File: config.mk
export PLATFORM = sky130hd
export DESIGN_NAME = syscall_unit
export DESIGN_NICKNAME = d
export VERILOG_FILES = /design/src/rtl/syscall_pkg.sv /design/src/rtl/syscall_out_reg.sv /design/src/rtl/syscall_unit.sv
export SDC_FILE = /design/constraint.sdc
export NUM_CORES = 1
export LEC_CHECK = 0
export ABC_AREA = 1
export CAP_MARGIN = 20
export CORE_MARGIN = 2
export CORE_UTILIZATION = 38
export DETAILED_ROUTE_END_ITERATION = 8
export HOLD_SLACK_MARGIN = 0.05
export MAX_ROUTING_LAYER = met4
export PLACE_DENSITY = 0.89
export REMOVE_ABC_BUFFERS = 1
export SLEW_MARGIN = 15
export SYNTH_ARGS = -nofsm -noshare
export SYNTH_HDL_FRONTEND = slang
export SYNTH_SLANG_ARGS = --single-unit
export TNS_END_PERCENT = 5
File: constraint.sdc
create_clock -name clk -period 1.77 [get_ports clk]
set_clock_uncertainty 0.2 [all_clocks]
set_input_delay 0.531 -clock clk [delete_from_list [all_inputs] [get_ports clk]]
set_output_delay 0.531 -clock clk [all_outputs]
set_load 0.02 [all_outputs]
File: src/rtl/syscall_pkg.sv
// -----------------------------------------------------------------------------
// syscall_pkg
// Shared opcode constants and the FSM state type for syscall_unit.
// Configuration macro: SYSCALL_STRING_EN -- when defined, the string-print
// states (STR_RD, STR_CAP, STR_EMIT) are part of the state type.
// -----------------------------------------------------------------------------
package syscall_pkg;

   localparam int unsigned SYS_HALT  = 0;
   localparam int unsigned SYS_STORE = 1;
   localparam int unsigned SYS_LOAD  = 2;
   localparam int unsigned SYS_PNUM  = 3;
   localparam int unsigned SYS_PCHR  = 4;
   localparam int unsigned SYS_PSTR  = 5;

   typedef enum logic [3:0] {
      IDLE,
      WR,
      RD,
      RD_CAP,
      EMIT,
`ifdef SYSCALL_STRING_EN
      STR_RD,
      STR_CAP,
      STR_EMIT,
`endif
      HALT
   } state_t;

endpackage

File: src/rtl/syscall_out_reg.sv
// -----------------------------------------------------------------------------
// syscall_out_reg
// One-entry holding register for the output token stream with a
// valid/ready handshake. A token loaded here stays stable until the
// consumer takes it.
// Ports:
//   clk, clear            clock and synchronous active-high reset
//   load                  capture load_data/load_kind as a new token
//   load_data, load_kind  token payload (kind 0 = character, 1 = number)
//   out_ready             consumer accepts the token
//   out_valid/out_data/out_kind  held token
//   xfer                  token transfers on this cycle's edge
// -----------------------------------------------------------------------------
module syscall_out_reg #(
   parameter int DATA_W = 16
) (
   input  logic              clk,
   input  logic              clear,
   input  logic              load,
   input  logic [DATA_W-1:0] load_data,
   input  logic              load_kind,
   input  logic              out_ready,
   output logic              out_valid,
   output logic [DATA_W-1:0] out_data,
   output logic              out_kind,
   output logic              xfer
);

   logic              valid_q, valid_d;
   logic [DATA_W-1:0] data_q,  data_d;
   logic              kind_q,  kind_d;

   always_comb begin
      valid_d = valid_q;
      data_d  = data_q;
      kind_d  = kind_q;
      // The controller only loads while the register is empty, so a load
      // never overwrites a pending token.
      if (load) begin
         valid_d = 1'b1;
         data_d  = load_data;
         kind_d  = load_kind;
      end else if (valid_q && out_ready) begin
         valid_d = 1'b0;
      end
   end

   always_ff @(posedge clk) begin
      if (clear) begin
         valid_q <= 1'b0;
         data_q  <= '0;
         kind_q  <= 1'b0;
      end else begin
         valid_q <= valid_d;
         data_q  <= data_d;
         kind_q  <= kind_d;
      end
   end

   assign out_valid = valid_q;
   assign out_data  = data_q;
   assign out_kind  = kind_q;
   assign xfer      = valid_q & out_ready;

endmodule

File: src/rtl/syscall_unit.sv
// -----------------------------------------------------------------------------
// syscall_unit
// Executes one syscall per rising edge of sys_signal: halt, store, load,
// print number, print character and (optionally) print a zero-terminated
// string from memory.
// Configuration macro: SYSCALL_STRING_EN -- builds the string print
// (opcode 5); without it opcode 5 is treated as an unknown opcode.
// Ports:
//   clk, clear           clock, synchronous active-high reset
//   sys_signal, sysregs  request level and {arg1, arg0, opcode}
//   mem_*                single-port memory interface (read data 1 cycle late)
//   load_signal/data     result of the most recent load
//   out_valid/ready/data/kind  output token handshake
//   busy, done, halted, err    status
// -----------------------------------------------------------------------------
module syscall_unit
   import syscall_pkg::*;
#(
   parameter int DATA_W  = 16,
   parameter int ADDR_W  = 16,
   parameter int MAX_STR = 256
) (
   input  logic                clk,
   input  logic                clear,
   input  logic                sys_signal,
   input  logic [3*DATA_W-1:0] sysregs,
   output logic [ADDR_W-1:0]   mem_addr,
   output logic                mem_we,
   output logic                mem_re,
   output logic [DATA_W-1:0]   mem_wdata,
   input  logic [DATA_W-1:0]   mem_rdata,
   output logic                load_signal,
   output logic [DATA_W-1:0]   load_data,
   output logic                out_valid,
   input  logic                out_ready,
   output logic [DATA_W-1:0]   out_data,
   output logic                out_kind,
   output logic                busy,
   output logic                done,
   output logic                halted,
   output logic                err
);

   state_t            state_q, state_d;
   logic              sys_q;
   logic [ADDR_W-1:0] addr_q, addr_d;
   logic [DATA_W-1:0] wdata_q, wdata_d;
   logic              load_signal_q, load_signal_d;
   logic [DATA_W-1:0] load_data_q, load_data_d;
   logic              done_q, done_d;
   logic              err_q, err_d;

`ifdef SYSCALL_STRING_EN
   localparam int CNT_W = $clog2(MAX_STR + 1);
   logic [CNT_W-1:0] cnt_q, cnt_d;
`endif

   logic              rise;
   logic [DATA_W-1:0] op, arg0, arg1;
   logic              tok_load, tok_kind, xfer;
   logic [DATA_W-1:0] tok_data;

   assign rise = sys_signal & ~sys_q;
   assign op   = sysregs[DATA_W-1:0];
   assign arg0 = sysregs[2*DATA_W-1:DATA_W];
   assign arg1 = sysregs[3*DATA_W-1:2*DATA_W];

   always_comb begin
      state_d       = state_q;
      addr_d        = addr_q;
      wdata_d       = wdata_q;
      load_signal_d = load_signal_q;
      load_data_d   = load_data_q;
      done_d        = 1'b0;
      err_d         = err_q;
      tok_load      = 1'b0;
      tok_data      = '0;
      tok_kind      = 1'b0;
`ifdef SYSCALL_STRING_EN
      cnt_d         = cnt_q;
`endif

      // A request arriving outside IDLE (busy or halted) is dropped.
      if (rise && state_q != IDLE) err_d = 1'b1;

      case (state_q)
         IDLE: begin
            if (rise) begin
               addr_d  = ADDR_W'(arg0);
               wdata_d = arg1;
               if (op != DATA_W'(SYS_LOAD)) load_signal_d = 1'b0;
               case (op)
                  DATA_W'(SYS_HALT):  state_d = HALT;
                  DATA_W'(SYS_STORE): state_d = WR;
                  DATA_W'(SYS_LOAD):  state_d = RD;
                  // Emits load the token register directly from sysregs so
                  // out_valid rises on the cycle after detection.
                  DATA_W'(SYS_PNUM): begin
                     tok_load = 1'b1;
                     tok_data = arg0;
                     tok_kind = 1'b1;
                     state_d  = EMIT;
                  end
                  DATA_W'(SYS_PCHR): begin
                     tok_load = 1'b1;
                     tok_data = arg0;
                     tok_kind = 1'b0;
                     state_d  = EMIT;
                  end
`ifdef SYSCALL_STRING_EN
                  DATA_W'(SYS_PSTR): begin
                     cnt_d   = '0;
                     state_d = STR_RD;
                  end
`endif
                  default: begin
                     err_d  = 1'b1;
                     done_d = 1'b1;
                  end
               endcase
            end
         end
         WR: begin
            state_d = IDLE;
            done_d  = 1'b1;
         end
         RD: state_d = RD_CAP;
         RD_CAP: begin
            load_data_d   = mem_rdata;
            load_signal_d = 1'b1;
            state_d       = IDLE;
            done_d        = 1'b1;
         end
         EMIT: begin
            if (xfer) begin
               state_d = IDLE;
               done_d  = 1'b1;
            end
         end
`ifdef SYSCALL_STRING_EN
         STR_RD: state_d = STR_CAP;
         STR_CAP: begin
            if (mem_rdata == '0) begin
               state_d = IDLE;
               done_d  = 1'b1;
            end else begin
               tok_load = 1'b1;
               tok_data = mem_rdata;
               tok_kind = 1'b0;
               cnt_d    = cnt_q + CNT_W'(1);
               state_d  = STR_EMIT;
            end
         end
         STR_EMIT: begin
            if (xfer) begin
               if (cnt_q == CNT_W'(MAX_STR)) begin
                  err_d   = 1'b1;
                  state_d = IDLE;
                  done_d  = 1'b1;
               end else begin
                  // Natural ADDR_W overflow gives the modulo wrap.
                  addr_d  = addr_q + ADDR_W'(1);
                  state_d = STR_RD;
               end
            end
         end
`endif
         HALT: state_d = HALT;
         default: state_d = IDLE;
      endcase
   end

   always_ff @(posedge clk) begin
      if (clear) begin
         state_q       <= IDLE;
         sys_q         <= 1'b0;
         addr_q        <= '0;
         wdata_q       <= '0;
         load_signal_q <= 1'b0;
         load_data_q   <= '0;
         done_q        <= 1'b0;
         err_q         <= 1'b0;
`ifdef SYSCALL_STRING_EN
         cnt_q         <= '0;
`endif
      end else begin
         state_q       <= state_d;
         sys_q         <= sys_signal;
         addr_q        <= addr_d;
         wdata_q       <= wdata_d;
         load_signal_q <= load_signal_d;
         load_data_q   <= load_data_d;
         done_q        <= done_d;
         err_q         <= err_d;
`ifdef SYSCALL_STRING_EN
         cnt_q         <= cnt_d;
`endif
      end
   end

   syscall_out_reg #(.DATA_W(DATA_W)) u_out_reg (
      .clk       (clk),
      .clear     (clear),
      .load      (tok_load),
      .load_data (tok_data),
      .load_kind (tok_kind),
      .out_ready (out_ready),
      .out_valid (out_valid),
      .out_data  (out_data),
      .out_kind  (out_kind),
      .xfer      (xfer)
   );

   assign mem_we = (state_q == WR);
`ifdef SYSCALL_STRING_EN
   assign mem_re = (state_q == RD) || (state_q == STR_RD);
`else
   assign mem_re = (state_q == RD);
`endif
   // Address and write data are gated so the bus idles at zero.
   assign mem_addr    = (mem_we || mem_re) ? addr_q : '0;
   assign mem_wdata   = mem_we ? wdata_q : '0;
   assign load_signal = load_signal_q;
   assign load_data   = load_data_q;
   assign busy        = (state_q != IDLE) && (state_q != HALT);
   assign done        = done_q;
   assign halted      = (state_q == HALT);
   assign err         = err_q;

endmodule

==> metrics.md <==
| Metric | Value |
|---|---|
| DRC Markers | 0 |
| R2r endpoint | u_out_reg.out_data[9] |
| DRT antenna net count | 0 |
| Unique masters post-synth | 25 |
| IO Pins | ~140 |
| Filler cells | between 600 and 700 |
| GPL Wtd Cong | a little under 0.8 |
| # clock sinks | 73 |
| Max Freq | 465.0 MHz |
| Vias in the first global route | between 3000 and 4000 |
| Fin crit period | approximately 2.2 ns |
| CP arrival | 1.42 ns |
| Largest net degree at the start of global routing | 35 |
| Die Y | between 90 and 100 um |
| Hold path start | load_data[15] |
| CTS Buf Count | 9 |
| Relative slew margins | 75.83% |
| Routed wire length per instance | around 14 um |
| Worst R2R Start | state_q[0] |
| Area fraction of the dominant cell type after synthesis | between 40% and 50% |
| Crit Path Max Fanout | 16 |
| Critical path endpoint category | output pin |
| Initial Util | 38.65% |
| Post-DP HPWL | about 6800 um |
| CTS root buffer | clkbuf_8 |
| Hold slack | 0.2627 ns |
| HP Class | register to register |
| Run status | complete, but fails checks |
| Final nets | between 600 and 700 |
| Reg2Reg Depth | 8 |
| Leak | roughly 2.0 nW |
| Core Area | around 8100 um2 |
| Final hold violations | 0 |
| Met1 WL | ~3800 um |
| CTS max path bufs | 2 |
| Fin util | 64.19% |
| DRT iter0 DRCs | between 150 and 200 |
| Max stage delay cell, worst path | dfxtp_4 |
| Maxcap violations | 0 |
| Area grow syn2layout | 66.08% |
| Max Transition Viols Final | 0 |
| Pre-Repair DR Iteration Count | 5 |
| Top-count cell post-synth | nand2_1 |
| CP bufs+invs | 4 |
| Worst-path clk slew | around 0.080 ns |
| CP Cell Sequence | inv_4, nand2_4, nor2_4, inv_2, buf_6, nor2_1, buf_4 |
| PortBufs | 140 |
| Antenna diodes | 0 |
| Yosys warning count | 0 |
| Grt total ovfl | 0 |
| Top Family by Delay on Critical Path | buffers and inverters |
| Layout cells sized above 1 | a little under a third |
| Initial antenna violation count | 0 |
| DR vias | about 3400 |
| Slew @ Worst Pin | around 0.36 ns |
| Register area | around 1500 um2 |
| Reg2reg setup slack | about 0.01 ns |
| Cells after Synth | 430 |
| Top post-synthesis cells by count | 100 x nand2_1, 73 x dfxtp_1, 67 x nor2_1, 57 x a21oi_1, 44 x inv_1 |
| Final wirelength | slightly below 10000 um |
| Wire length on met2 | about 5000 um |
| Post-route clock period utilization | 121.5% |
| Post-synth EDFFs | 0 |
| Final setup viols | 60 |
| Row cnt | 33 |
| Drt via density | just under 5 |
| WL met3 | a little under 600 um |
| Dominant cell type by area after synthesis | dfxtp_1 |
| Dominant cells by area after synthesis | dfxtp_1 47%, nand2_1 12%, a21oi_1 9.1%, nor2_1 8.0%, inv_1 5.3% |
| Mapped Area | between 3000 and 4000 um2 |
| Global router's overall resource usage | 21.75% |
| Setup TNS | -16.31 ns |
| Syn avg cell area | between 7 and 8 um2 |
| H-tree depth | 3 |
| Uppermost layer routed | met4 |
| Unrepaired setup endpoints after global routing | yes |
| Worst VDD drop | between 0.0004 and 0.0005 V |
| Clk_lat worst skew | around 0.34 ns |
| Pre-CTS WS | -0.7063 ns |
| Sequential element share of the synthesized area | 46.72% |
| First-pass GRT wire length | roughly 15000 um |
| Chip Width | 94.73 um |
| Startpoint class of the critical path | register |
| Area occupied by multi-input gates | between 1500 and 2000 um2 |
| CTS tree | done |
| Async SR Flop Fraction | 0% |
| Critical path type | register to output pin |
| Crit-path max cell delay | roughly 0.37 ns |
| WHS Path Cells | 2 |
| Critical Path RT | between 1 and 1.5 ns |
| Final Worst Setup Slack | -0.3803 ns |
| Worst Hold End | load_data[15] |
| Failing checks | negative setup slack |
| FF+latch count, synth | between 70 and 80 |
| Cell Pwr Density | approximately 660 nW/um2 |
| Synth Flop Type | dfxtp_1 |
| Die area | about 9000 um2 |
[routing by layer]
metal	track usage [%]	up-vias
li1	-	1699
met1	24.09	1592
met2	37.88	122
met3	4.389	24
met4	9.300	0
met5	-	-
[state kept, by name, summed over array words and instances (netlist names)]
register / cells
wdata_q: 16
err: 1
state_q: 3
load_signal: 1
addr_q: 16
u_out_reg.out_kind: 1
u_out_reg.out_valid: 1
u_out_reg.out_data: 16
done: 1
sys_q: 1
load_data: 16
[worst max path at each step]
| stage | startpoint | end | slack, ns | cells after the start |
|---|---|---|---|---|
| 3_5_place_dp | state_q[1] | mem_addr[14] | -0.71 | 7 |
| 4_1_cts | state_q[1] | mem_addr[6] | -0.44 | 7 |
| 5_1_grt | state_q[2] | mem_wdata[1] | -0.45 | 7 |
| 2_1_floorplan | state_q[2] | mem_addr[0] | -0.54 | 7 |
| 6_report | state_q[2] | mem_wdata[15] | -0.38 | 7 |
| 3_3_place_gp | state_q[1] | mem_addr[0] | -0.57 | 7 |
[logic make-up after synthesis]
kind of cell	synth area share, %
and+or+nand+nor	27.68
buffers and inverters	9.600
AOI/OAI and AO/OA	16.00
DFF	46.72
[placed cells by master, fill, tap and decap left out, types with 2 or more instances in the layout]
cell | netlist | layout
clkdlybuf4s15_1 | 0 | 22
nand2_4 | 1 | 3
nand3_1 | 25 | 24
clkdlybuf4s50_1 | 0 | 66
o21ai_0 | 4 | 2
buf_12 | 0 | 3
o21ai_1 | 0 | 2
nand2_1 | 100 | 96
nor2_4 | 1 | 5
clkbuf_8 | 0 | 9
buf_6 | 2 | 16
inv_2 | 6 | 8
inv_1 | 44 | 40
nor2_1 | 67 | 31
buf_4 | 1 | 59
dfxtp_1 | 73 | 70
nor2_2 | 5 | 37
dlygate4sd2_1 | 0 | 2
nand2_2 | 1 | 3
a211oi_2 | 10 | 15
clkbuf_2 | 0 | 13
a21oi_1 | 57 | 56
dfxtp_4 | 0 | 3
clkinvlp_4 | 0 | 2
a21oi_2 | 1 | 2
[where the power goes]
group	leakage [nW]	switching, mW	internal, mW	total, mW
clock	0.0929	0.643	0.656	1.30
combinational	1.34	0.203	0.236	0.439
sequential	0.597	0.0215	1.69	1.71
total	2.03	0.868	2.58	3.45
[final cells by class]
| cell class | count | area share (%) |
|---|---|---|
| timing repair buffer | 182 | 31.79 |
| multi-input combinational | 285 | 29.77 |
| sequential | 73 | 28.35 |
| inverter | 50 | 3.805 |
| tap | 105 | 2.529 |
| clock buffer | 10 | 2.457 |
| clock inverter | 6 | 1.301 |
[worst min-delay path, delay by kind of cell, from the launching register on]
family | cells | cell delay, ns
flip-flops | 1 | 0.32
AND/OR/NAND/NOR | 1 | 0.06
AO/OA/AOI/OAI | 1 | 0.05
[through the flow]
stage                     instance area (um2)  std cells  power, mW
after floorplan                          3015        408      1.886
after global placement                   4888        694      2.149
after detailed placement                 4888        694      2.163
after CTS                                5044        711      3.453
after global routing                     5195        711      3.605
final                                    5195        711      3.451
[repair_timing]
action / in CTS / in global routing
setup endpoints to repair: 103 / 127
hold buffers: 0 / 0
resized for setup: 247 / 100
setup buffers: 1 / 0
pin swaps: 5 / 2
(Power assumes the default switching activity.)
